## src/rtl/dircc_counter_receive_handler_pkg.sv

```systemverilog
// dircc_counter_receive_handler_pkg
// Shared types and constants for the counter application receive handler.
//   packet_data_t   : raw inbound packet word, tick value in bits [15:0]
//   device_state_t  : device state record read from and written back to state memory
//   dev_state_t     : counter view of user_state[31:0] as {rts, count}
//   tick_msg_t      : counter view of an inbound packet
//   recv_state_t    : receive handler FSM encoding
package dircc_counter_receive_handler_pkg;

  localparam int PACKET_WIDTH = 32;

  typedef logic [PACKET_WIDTH-1:0] packet_data_t;

  typedef struct packed {
    logic [31:0] dircc_state;
    logic [31:0] dircc_state_extra;
    logic [63:0] user_state;
  } device_state_t;

  localparam logic [31:0] DIRCC_STATE_DONE    = 32'h0000_0001;
  localparam logic [31:0] DIRCC_STATE_STOPPED = 32'h0000_0002;

  localparam logic [15:0] COUNTER_MAX_COUNT_DEFAULT = 16'd100;

  typedef struct packed {
    logic [15:0] rts;
    logic [15:0] count;
  } dev_state_t;

  typedef struct packed {
    logic [15:0] reserved;
    logic [15:0] tick;
  } tick_msg_t;

  typedef enum logic [1:0] {
    ST_IDLE,
    ST_READ,
    ST_UPDATE,
    ST_WRITE
  } recv_state_t;

  // rts must never wrap back to zero, or pending replies would be forgotten
  function automatic logic [15:0] sat_inc16(input logic [15:0] v);
    return (v == 16'hFFFF) ? v : v + 16'd1;
  endfunction

endpackage

```

## src/rtl/dircc_counter_receive_handler_update.sv

```systemverilog
// dircc_counter_receive_handler_update
// Purely combinational update step of the counter receive handler: decides
// whether an incoming tick is dropped and computes the new device state.
// Ports:
//   tick       in   16-bit tick value from the packet
//   cur_state  in   device state as read from state memory
//   drop       out  1 = discard packet, no write-back
//   next_state out  device state to write back when drop=0
module dircc_counter_receive_handler_update
  import dircc_counter_receive_handler_pkg::*;
#(
  parameter logic [15:0] MAX_COUNT = COUNTER_MAX_COUNT_DEFAULT
) (
  input  logic [15:0]   tick,
  input  device_state_t cur_state,
  output logic          drop,
  output device_state_t next_state
);

  dev_state_t cur_dev;
  dev_state_t next_dev;

  // Stale ticks (older than the stored count) and stopped devices are ignored.
  // count = tick+1 is allowed to wrap at 16 bits; everything outside
  // user_state[31:0] and the DONE bit is passed through untouched.
  always_comb begin
    cur_dev        = dev_state_t'(cur_state.user_state[31:0]);
    drop           = ((cur_state.dircc_state & DIRCC_STATE_STOPPED) != '0) ||
                     (tick < cur_dev.count);
    next_dev.count = tick + 16'd1;
    next_dev.rts   = sat_inc16(cur_dev.rts);
    next_state     = cur_state;
    next_state.user_state[31:0] = next_dev;
    if (next_dev.count >= MAX_COUNT) begin
      next_state.dircc_state = cur_state.dircc_state | DIRCC_STATE_DONE;
    end
  end

endmodule

```

## src/rtl/dircc_counter_receive_handler.sv

```systemverilog
// dircc_counter_receive_handler
// Receive side of the counter application: accepts one tick packet at a time,
// reads the addressed device state, applies the counter update and writes the
// result back, scheduling a reply by bumping the device's rts count.
// Ports:
//   clk, reset                        clock, asynchronous active-high reset
//   address, packet_in(_valid/_ready) inbound packet and its target state address
//   state_address, state_read_req     state memory read request
//   read_state(_valid)                state memory read response
//   write_state(_valid/_ready)        state memory write request
//   rx_count, drop_count              packet statistics, only when the macro
//                                     DIRCC_COUNTER_RECV_STATS_EN is defined
module dircc_counter_receive_handler
  import dircc_counter_receive_handler_pkg::*;
#(
  parameter int          ADDRESS_MEM_WIDTH = 32,
  parameter              NODE_TYPE         = "default",
  parameter int          DEVICE_ID         = 0,
  parameter logic [15:0] MAX_COUNT         = COUNTER_MAX_COUNT_DEFAULT
) (
  input  logic                         clk,
  input  logic                         reset,
  input  logic [ADDRESS_MEM_WIDTH-1:0] address,
  input  packet_data_t                 packet_in,
  input  logic                         packet_in_valid,
  output logic                         packet_in_ready,
  output logic [ADDRESS_MEM_WIDTH-1:0] state_address,
  output logic                         state_read_req,
  input  device_state_t                read_state,
  input  logic                         read_state_valid,
  output device_state_t                write_state,
  output logic                         write_state_valid,
  input  logic                         write_state_ready
`ifdef DIRCC_COUNTER_RECV_STATS_EN
  ,
  output logic [31:0]                  rx_count,
  output logic [31:0]                  drop_count
`endif
);

  recv_state_t   state;
  recv_state_t   state_next;
  tick_msg_t     msg;
  logic [15:0]   tick_q;
  device_state_t read_q;
  device_state_t update_result;
  logic          drop;
  logic          accept;

  // Informational parameters and reserved packet bits are intentionally not
  // part of the datapath.
  logic unused_ok;
  assign unused_ok = ^{msg.reserved, NODE_TYPE, DEVICE_ID};

  assign msg    = tick_msg_t'(packet_in);
  assign accept = (state == ST_IDLE) && packet_in_valid;

  dircc_counter_receive_handler_update #(
    .MAX_COUNT (MAX_COUNT)
  ) u_update (
    .tick       (tick_q),
    .cur_state  (read_q),
    .drop       (drop),
    .next_state (update_result)
  );

  always_ff @(posedge clk or posedge reset) begin
    if (reset) begin
      state <= ST_IDLE;
    end else begin
      state <= state_next;
    end
  end

  always_comb begin
    state_next = state;
    unique case (state)
      ST_IDLE:   if (packet_in_valid) state_next = ST_READ;
      ST_READ:   if (read_state_valid) state_next = ST_UPDATE;
      ST_UPDATE: state_next = drop ? ST_IDLE : ST_WRITE;
      ST_WRITE:  if (write_state_ready) state_next = ST_IDLE;
      default:   state_next = ST_IDLE;
    endcase
  end

  // Ready is masked by reset so the upstream never sees a handshake while
  // the handler is held in reset.
  always_comb begin
    packet_in_ready   = (state == ST_IDLE) && !reset;
    state_read_req    = (state == ST_READ);
    write_state_valid = (state == ST_WRITE);
  end

  // write_state is only loaded in UPDATE, so it stays stable for the whole
  // WRITE phase regardless of how long the memory stalls.
  always_ff @(posedge clk or posedge reset) begin
    if (reset) begin
      tick_q        <= '0;
      state_address <= '0;
      read_q        <= '0;
      write_state   <= '0;
    end else begin
      if (accept) begin
        tick_q        <= msg.tick;
        state_address <= address;
      end
      if ((state == ST_READ) && read_state_valid) begin
        read_q <= read_state;
      end
      if ((state == ST_UPDATE) && !drop) begin
        write_state <= update_result;
      end
    end
  end

`ifdef DIRCC_COUNTER_RECV_STATS_EN
  always_ff @(posedge clk or posedge reset) begin
    if (reset) begin
      rx_count   <= '0;
      drop_count <= '0;
    end else begin
      if (accept) begin
        rx_count <= rx_count + 32'd1;
      end
      if ((state == ST_UPDATE) && drop) begin
        drop_count <= drop_count + 32'd1;
      end
    end
  end
`endif

endmodule

```

## config.mk

```make
export PLATFORM = sky130hd
export DESIGN_NAME = dircc_counter_receive_handler
export DESIGN_NICKNAME = d
export VERILOG_FILES = /design/src/rtl/dircc_counter_receive_handler_pkg.sv /design/src/rtl/dircc_counter_receive_handler_update.sv /design/src/rtl/dircc_counter_receive_handler.sv
export SDC_FILE = /design/constraint.sdc
export NUM_CORES = 1
export LEC_CHECK = 0
export ABC_AREA = 1
export CAP_MARGIN = 20
export CORE_MARGIN = 4
export CORE_UTILIZATION = 49
export DETAILED_ROUTE_END_ITERATION = 8
export GPL_TIMING_DRIVEN = 0
export PLACE_DENSITY = 0.85
export SLEW_MARGIN = 25
export SYNTH_ARGS = -nofsm -noshare
export SYNTH_HDL_FRONTEND = slang
export SYNTH_HIERARCHICAL = 1
export SYNTH_SLANG_ARGS = --single-unit
export TNS_END_PERCENT = 10
```

## constraint.sdc

```tcl
create_clock -name clk -period 12.6 [get_ports clk]
set_input_delay 2.52 -clock clk [delete_from_list [all_inputs] [get_ports clk]]
set_output_delay 2.52 -clock clk [all_outputs]
set_load 0.005 [all_outputs]
```

After elaboration in Yosys (flattened, before gate mapping):

Index checks and enable logic that the tools add are counted.

* add/sub/neg operators: 2
* magnitude comparators: 2
* equal/unequal tests: 7
* mux-type cells: 7
* reductions and logical operators: 9

Operators by type and width (count)
* 16-bit by 1-bit adder with 16-bit output, second input constant: 2
* 16-bit == test, second input constant: 1
* 16-bit by 7-bit greater-or-equal comparator with 1-bit output, second input constant: 1
* 16-bit < comparator: 1
* 16-bit 2-to-1 mux: 1
* 2-bit 2-to-1 mux: 4
* 2-bit one-hot mux with 4 select lines: 1
* 2-bit == test, second input constant: 2
* 1-bit logical AND: 4
* 2-bit by 1-bit inequality test with 1-bit output, second input constant: 2
* 3-bit AND reduction: 1
* 2-bit by 1-bit == test with 1-bit output, second input constant: 1
* 1-bit zero test: 2
* 2-bit zero test: 1
* 2-bit inequality test, second input constant: 1
* 1-bit logical OR: 1
* 1-bit 2-to-1 mux: 1

* bits in registers: 306
* input port bits: 197
* output and inout port bits: 163

Longest topological paths before layout:

Gate-level depths: netlist (run 1).

* depth after elaboration: 4
* depth in mapped cells: 15
* mapped depth without buffers: 14

Cells and area by module:

The synthesis (run 1) kept the hierarchy.

By module, submodules not included
* dircc_counter_receive_handler: instances 1, cells an instance 1345, area each 12026.5 um2, seq. area each 7657.3 um2
* dircc_counter_receive_handler_update: instances 1, cells an instance 352, area each 2024.4 um2, seq. area each 0.0 um2

Worst setup path before layout (run 1):

No wires, ideal clock.

* path type: input port to output port
* start: in reset
* end: out packet_in_ready
* arrival time: 2.680 ns
* data required time: 10.080 ns
* setup slack: 7.400 ns
* stages: 1
* cell sequence: nor3_1

* word-level cells in the longest chain between the ends: 2

RTL lines
* start: declaration: RTL line dircc_counter_receive_handler.sv:22 `input logic reset,`
* 1-bit zero test (no line)
* 1-bit logical AND: RTL line dircc_counter_receive_handler.sv:89 `packet_in_ready = (state == ST_IDLE) && !reset;`
* end: declaration: RTL line dircc_counter_receive_handler.sv:26 `output logic packet_in_ready,`

No other way between the ends.

Worst setup path in the final report (run 1):

Same ends and word-level chain as after synthesis.

==> results of run 1 <==
-- area by class of cell --
cell class              instances  area (sq um)  area share [%]
diodes                          7          17.5          0.0907
plain buffers                 196          1180            6.10
clock buffers                  49          1030            5.33
clock inverters                12           216            1.12
inverters                      56           218            1.13
multi-input cells            1139          5010            25.9
flip-flops and latches        306          7660            39.7
well taps                     378           473            2.45
repair buffers                346          3520            18.2
-- worst paths after layout --
path	endpoint	slack [ns]	cells past startpoint
worst min-delay path	read_q[98]	0.47	2
worst max-delay path	packet_in_ready	6.27	3
min in group asynchronous	state_address[21]	2.37	2
max in group asynchronous	write_state[20]	9.09	4
worst max register to register	write_state[57]	9.79	12
worst min register to register	read_q[98]	0.47	2
-- Yosys cell counts --
library cell / n
nand3_1: 336
xnor2_1: 2
nand3b_1: 4
buf_2: 62
inv_2: 4
or2_2: 6
nand4_1: 6
buf_4: 95
o31ai_1: 1
o21ai_0: 8
nor3_1: 9
dfrtp_1: 306
nor2_1: 31
buf_1: 17
buf_6: 1
ha_1: 18
nand2_1: 699
xor2_1: 2
o21a_1: 2
nand3_4: 1
a21oi_1: 10
nor4_1: 2
inv_1: 52
clkbuf_1: 21
nor4_4: 1
nand3_2: 1
-- critical path, cell delays in order --
cell and delay (ns):
clkdlybuf4s50_1 0.52, nor3_1 0.22, clkdlybuf4s50_1 0.54
-- where the power goes --
| group | total [uW] | leakage [uW] | switching (uW) | internal (uW) |
|---|---|---|---|---|
| Clock | 1090 | 0.000613 | 396 | 691 |
| Sequential | 1780 | 0.00387 | 327 | 1450 |
| Combinational | 2070 | 0.00544 | 1050 | 1020 |
| Total | 4930 | 0.00992 | 1770 | 3160 |
-- flip-flops by register name, summed over array words and instances (netlist names) --
signal,flops
state,2
state_address,32
tick_q,16
write_state,128
read_q,128
-- cell families (layout without fill, tap and decap cells) --
| logic type | count (synthesis) | count (layout) |
|---|---|---|
| AND/OR/NAND/NOR | 1096 | 1096 |
| adder cells (fa/ha/maj) | 18 | 18 |
| buffers and inverters | 252 | 659 |
| other | 0 | 7 |
| XOR/XNOR | 4 | 4 |
| flip-flops | 306 | 306 |
| AO/OA/AOI/OAI | 21 | 21 |
-- layer usage --
layer  global-route usage (%)  part of all wire, %  vias up
li1                         -                    -     6100
met2                     45.4                   49      505
met1                     33.2                   39     6088
met5                        0                 0.12        -
met4                     11.2                  4.1        6
met3                     4.77                  7.0      107
-- cells in the final DEF, fill, tap and decap left out, drive strengths merged, types with 3 or more instances in the layout --
master         count
nand3            338
nand3b             4
buf              178
clkinv             4
nor4               3
clkdlybuf4s50    343
inv               57
nor3               9
clkbuf            70
ha                18
or2                6
nand2            699
dfrtp            306
bufinv             6
a21oi             10
nand4              6
diode              7
o21ai              8
nor2              31
-- stage by stage --
step	total power (uW)	hold WS [ns]	worst slack [ns]	cell area, sq um	std cells
3_3_place_gp	3730	0.454	-1.72	18000	2418
6_report	4930	0.471	6.27	19300	2489
3_5_place_dp	3820	0.458	6.26	18000	2421
4_1_cts	4950	0.472	6.24	19300	2482
2_1_floorplan	2850	0.442	1.62	14100	1697
5_1_grt	5280	0.481	6.20	19300	2488
==> out/qor.yml, run 1 <==
run_status: "complete, no violations"
p_leak_uw: 0.00992
grt_pass1_wl_mm: 66.4
drv_cap: 0
worst_slew_pin_slew_ns: 0.846
placeableCoreArea_sq_um: 28000
start_util_pct: 50.2
drc_errors: 0
synth_xor_xnor_area_share_pct: 0.249
clock.fmax_mhz: 158
nFillCells: 2139
cts_root_buf: "clkbuf_16"
synth.distinct_cells: 26
viasPerCell: 5.15
place.gp.congestion: 0.935
rsz0062_at_grt: "false"
peakVddDrop_mv: 0.158
timing.rr.start: "tick_q[15]"
cts_hold_buffers: 0
power_density_nw_per_um2: 256
synth_area_leader_cell: "dfrtp_1"
fin_util_pct: 68.9
synth_nets: 1912
routed_wl_mm: 42.3
die_y_microns: 177
cp_max_fo: 2
crit_arrival_ns: 3.81
clkLatencyLatePin_ns: 0.51
cts_tree: "built"
critical_path_class: "in -> out"
hold_path_class: "reg -> reg"
min_period_over_period_pct: 50.2
crit_required_ns: 10.08
clk_pin_slew_ns: 0.06
postCtsSetupBuffers: 0
finClkSkew_ns: 0.0191
drt_iter0_drc: 1066
setup_violations: 0
layout_min_cycle_time_ns: 6.33
post_route_cells_drive_above_1_share_pct: 11.0
antenna_left: 0
dieArea_sq_um: 31400
nNetsFinal: 2294
synth-simple-area-share_pct: 33.0
drv_slew: 0
critPathCaptureType: "output port"
grt_pass1_vias: 13000
drt_pass1_iterations: 6
clk_path_buf_depth: 3
num_vias: 12800
grt_max_degree: 104
syn-cell-area_sq_um: 14100
synth_top_family_by_area: "simple AND/OR/NAND/NOR gates"
synthAdderAreaFrac_pct: 1.60
synth_area_leaders: "dfrtp_1 (54%), nand2_1 (19%), nand3_1 (12%), buf_4 (5.1%), buf_2 (2.2%)"
cts_resized: 0
antenna_found_initial: 9
rows: 61
ys_ff_latch: 306
cts.sink_count: 306
maxSlewHeadroom_pct: 43.6
setup.worst_path.start: "reset"
synth.top_cell.area_share_pct: 54.5
grt_overflow: 0
tns_ns: 0
synth_mux_area_share_pct: 0
synth_compound_area_share_pct: 0.801
syn_area_per_cell_sq_um: 8.28
dp_hpwl_mm: 30.3
synth_cells: 1697
ioPinCount: 360
cts_made_buffers: 34
final-hold-violation-count: 0
cp-start-kind: "input port"
wl_per_cell_microns: 17.0
h-tree-depth: 2
yosysSeqAreaShare_pct: 54.5
syn_to_final_growth_pct: 37.4
die-width_microns: 177
synth_warnings: 6
numPortBuffers: 343
hp-start: "read_q[98]"
grt_usage_pct: 26.5
(Power assumes the default switching activity.)
==> inputs of run 2 (changes only) <==
==> constraint.sdc (replaced) <==
create_clock -name clk -period 6.45 [get_ports clk]
set_input_delay 1.29 -clock clk [delete_from_list [all_inputs] [get_ports clk]]
set_output_delay 1.29 -clock clk [all_outputs]
set_load 0.005 [all_outputs]
==> out/qor.yml, run 2 (synthesis gave the netlist of run 1 again) <==
p_int_uw: 6150  # was 3160 uW
post_route_cells_drive_above_1_share_pct: 11.0  # about the same
grt_pass1_wl_mm: 67.0  # was 66.4 mm
drt_pass1_iterations: 8  # was 6
drt_iter0_drc: 880  # was 1066
final-hold-violation-count: 0  # unchanged
p_sw_uw: 3440  # was 1770 uW
gr-usage-met3_pct: 5.79  # was 4.77%
critPathCaptureType: "output port"  # unchanged
grt_max_degree: 34  # was 104
worst_r2r_endpoint: "write_state[50]"  # was write_state[57]
nNetsFinal: 2302  # was 2294
dp_hpwl_mm: 31.0  # was 30.3 mm
run_status: "complete, no violations"  # unchanged
wl_per_cell_microns: 16.8  # was 17.0 microns
cts.sink_count: 306  # unchanged
postCtsSetupBuffers: 0  # unchanged
p_leak_uw: 0.00996  # was 0.00992 uW
layout_setup_ws_ns: 2.72  # was 6.27 ns
min_period_over_period_pct: 57.8
worst_slew_pin_slew_ns: 0.897  # was 0.846 ns
power_density_nw_per_um2: 493  # was 256 nW/um^2
cts_hold_buffers: 0  # unchanged
antenna_found_initial: 9  # unchanged
clkPwrFrac_pct: 21.6  # was 22.0%
grt_usage_pct: 26.6  # was 26.5%
cts_made_buffers: 34  # unchanged
crit_required_ns: 5.16  # was 10.08 ns
layout_min_cycle_time_ns: 3.73
crit_arrival_ns: 2.44  # was 3.81 ns
antenna_left: 0  # unchanged
cts_resized: 0  # unchanged
cp_max_fo: 2  # unchanged
drv_slew: 0  # unchanged
clock.fmax_mhz: 268
p_seq_share_pct: 36.2  # was 36.1%
rows: 61  # unchanged
drc_errors: 0  # unchanged
hp-start: "write_state[79]"  # was read_q[98]
p_total_uw: 9580  # was 4930 uW
holdPathStages: 2  # unchanged
maxSlewHeadroom_pct: 40.2  # was 43.6%
use_met2_pct: 45.8  # was 45.4%
clk_pin_slew_ns: 0.05  # was 0.06 ns
post-place-ws_ns: 2.73  # was 6.26 ns
place.gp.congestion: 0.892  # was 0.935
viasPerCell: 5.19  # was 5.15
reg2regPathDepth: 12  # unchanged
hold_path_class: "reg -> reg"  # unchanged
dieArea_sq_um: 31400  # unchanged
switching_share_pct: 35.9  # about the same
clk_path_buf_depth: 3  # unchanged
numPortBuffers: 343  # unchanged
mostFrequentLayoutCell: "nand2_1"  # unchanged
clkLatencyLatePin_ns: 0.51  # about the same
start_util_pct: 50.2  # unchanged
cts_tree: "built"  # unchanged
setup_violations: 0  # unchanged
finClkSkew_ns: 0.0252  # was 0.0191 ns
syn_to_final_growth_pct: 38.4  # was 37.4%
worst_hold_path.endpoint: "write_state[79]"  # was read_q[98]
rsz0062_at_grt: "false"  # unchanged
peakVddDrop_mv: 0.305  # was 0.158 mV
pwr-share-comb_pct: 42.2  # was 41.9%
grtUsageMet1_pct: 31.7  # was 33.2%
die-width_microns: 177  # unchanged
num_vias: 13000  # was 12800
critical_path_class: "in -> out"  # unchanged
ioPinCount: 360  # unchanged
routed_wl_mm: 41.9  # was 42.3 mm
busiest_layer: "met2"  # unchanged
cts_root_buf: "clkbuf_16"  # unchanged
grt_pass1_vias: 13600  # was 13000
grt_overflow: 0  # unchanged
cp-start-kind: "input port"  # unchanged
rrSetupSlack_ns: 3.69  # was 9.79 ns
placeableCoreArea_sq_um: 28000  # unchanged
top_regs: "read_q: 128 flops, write_state: 128 flops, state_address: 32 flops"  # unchanged
die_y_microns: 177  # unchanged
fin_util_pct: 69.4  # was 68.9%
drv_cap: 0  # unchanged
layout_common_cells: "nand2_1 (699), clkdlybuf4s50_1 (343), nand3_1 (336), dfrtp_1 (306), buf_4 (95)"  # unchanged
timing.rr.start: "tick_q[15]"  # unchanged
h-tree-depth: 2  # unchanged
[run 2: cell type report]
class	instances	area [sq um]
Timing Repair Buffer	354	3690
Tap cell	378	473
Fill cell	2146	8570
Clock inverter	8	174
Sequential cell	306	7660
Inverter	56	214
Multi-Input combinational cell	1139	5010
Antenna cell	8	20.0
Buffer	196	1180
Clock buffer	52	1030
[run 2: power groups by stage]
stage / sequential [uW] / clock [uW] / combinational [uW]
4_1_cts: 3460 / 2100 / 4060
3_3_place_gp: 3440 / 0 / 3840
2_1_floorplan: 3380 / 0 / 2180
6_report: 3470 / 2070 / 4040
3_5_place_dp: 3470 / 0 / 4020
5_1_grt: 3580 / 2190 / 4500
[run 2: worst max-delay path by stage]
stage,slack [ns],cells after the start,startpoint,end
after floorplan,1.09,1,reset,read_q[0]
after global placement,-0.88,2,reset,write_state[76]
after detailed placement,2.73,3,reset,packet_in_ready
after CTS,2.71,3,reset,packet_in_ready
after global routing,2.64,3,reset,packet_in_ready
final,2.72,3,reset,packet_in_ready
[run 2: worst max-delay path: stages]
cell and delay, ns:
clkdlybuf4s50_1 0.46, nor3_1 0.16, clkdlybuf4s50_1 0.53
[run 2: per-stage QoR]
| stage | instance area (sq um) | setup TNS, ns | std cells | hold WS, ns |
|---|---|---|---|---|
| floorplan | 14100 | 0 | 1697 | 0.442 |
| global placement | 18000 | -259.74 | 2418 | 0.455 |
| detailed placement | 18200 | 0 | 2429 | 0.457 |
| CTS | 19400 | 0 | 2489 | 0.471 |
| global route | 19400 | 0 | 2496 | 0.494 |
| finish | 19400 | 0 | 2497 | 0.469 |
[run 2: routing by layer]
layer	part of all wire [%]	wire, microns	vias to the layer above
met4	5.7	2380	4
met3	6.8	2860	144
li1	-	-	6127
met5	0.062	26	-
met2	49	20400	508
met1	39	16300	6176
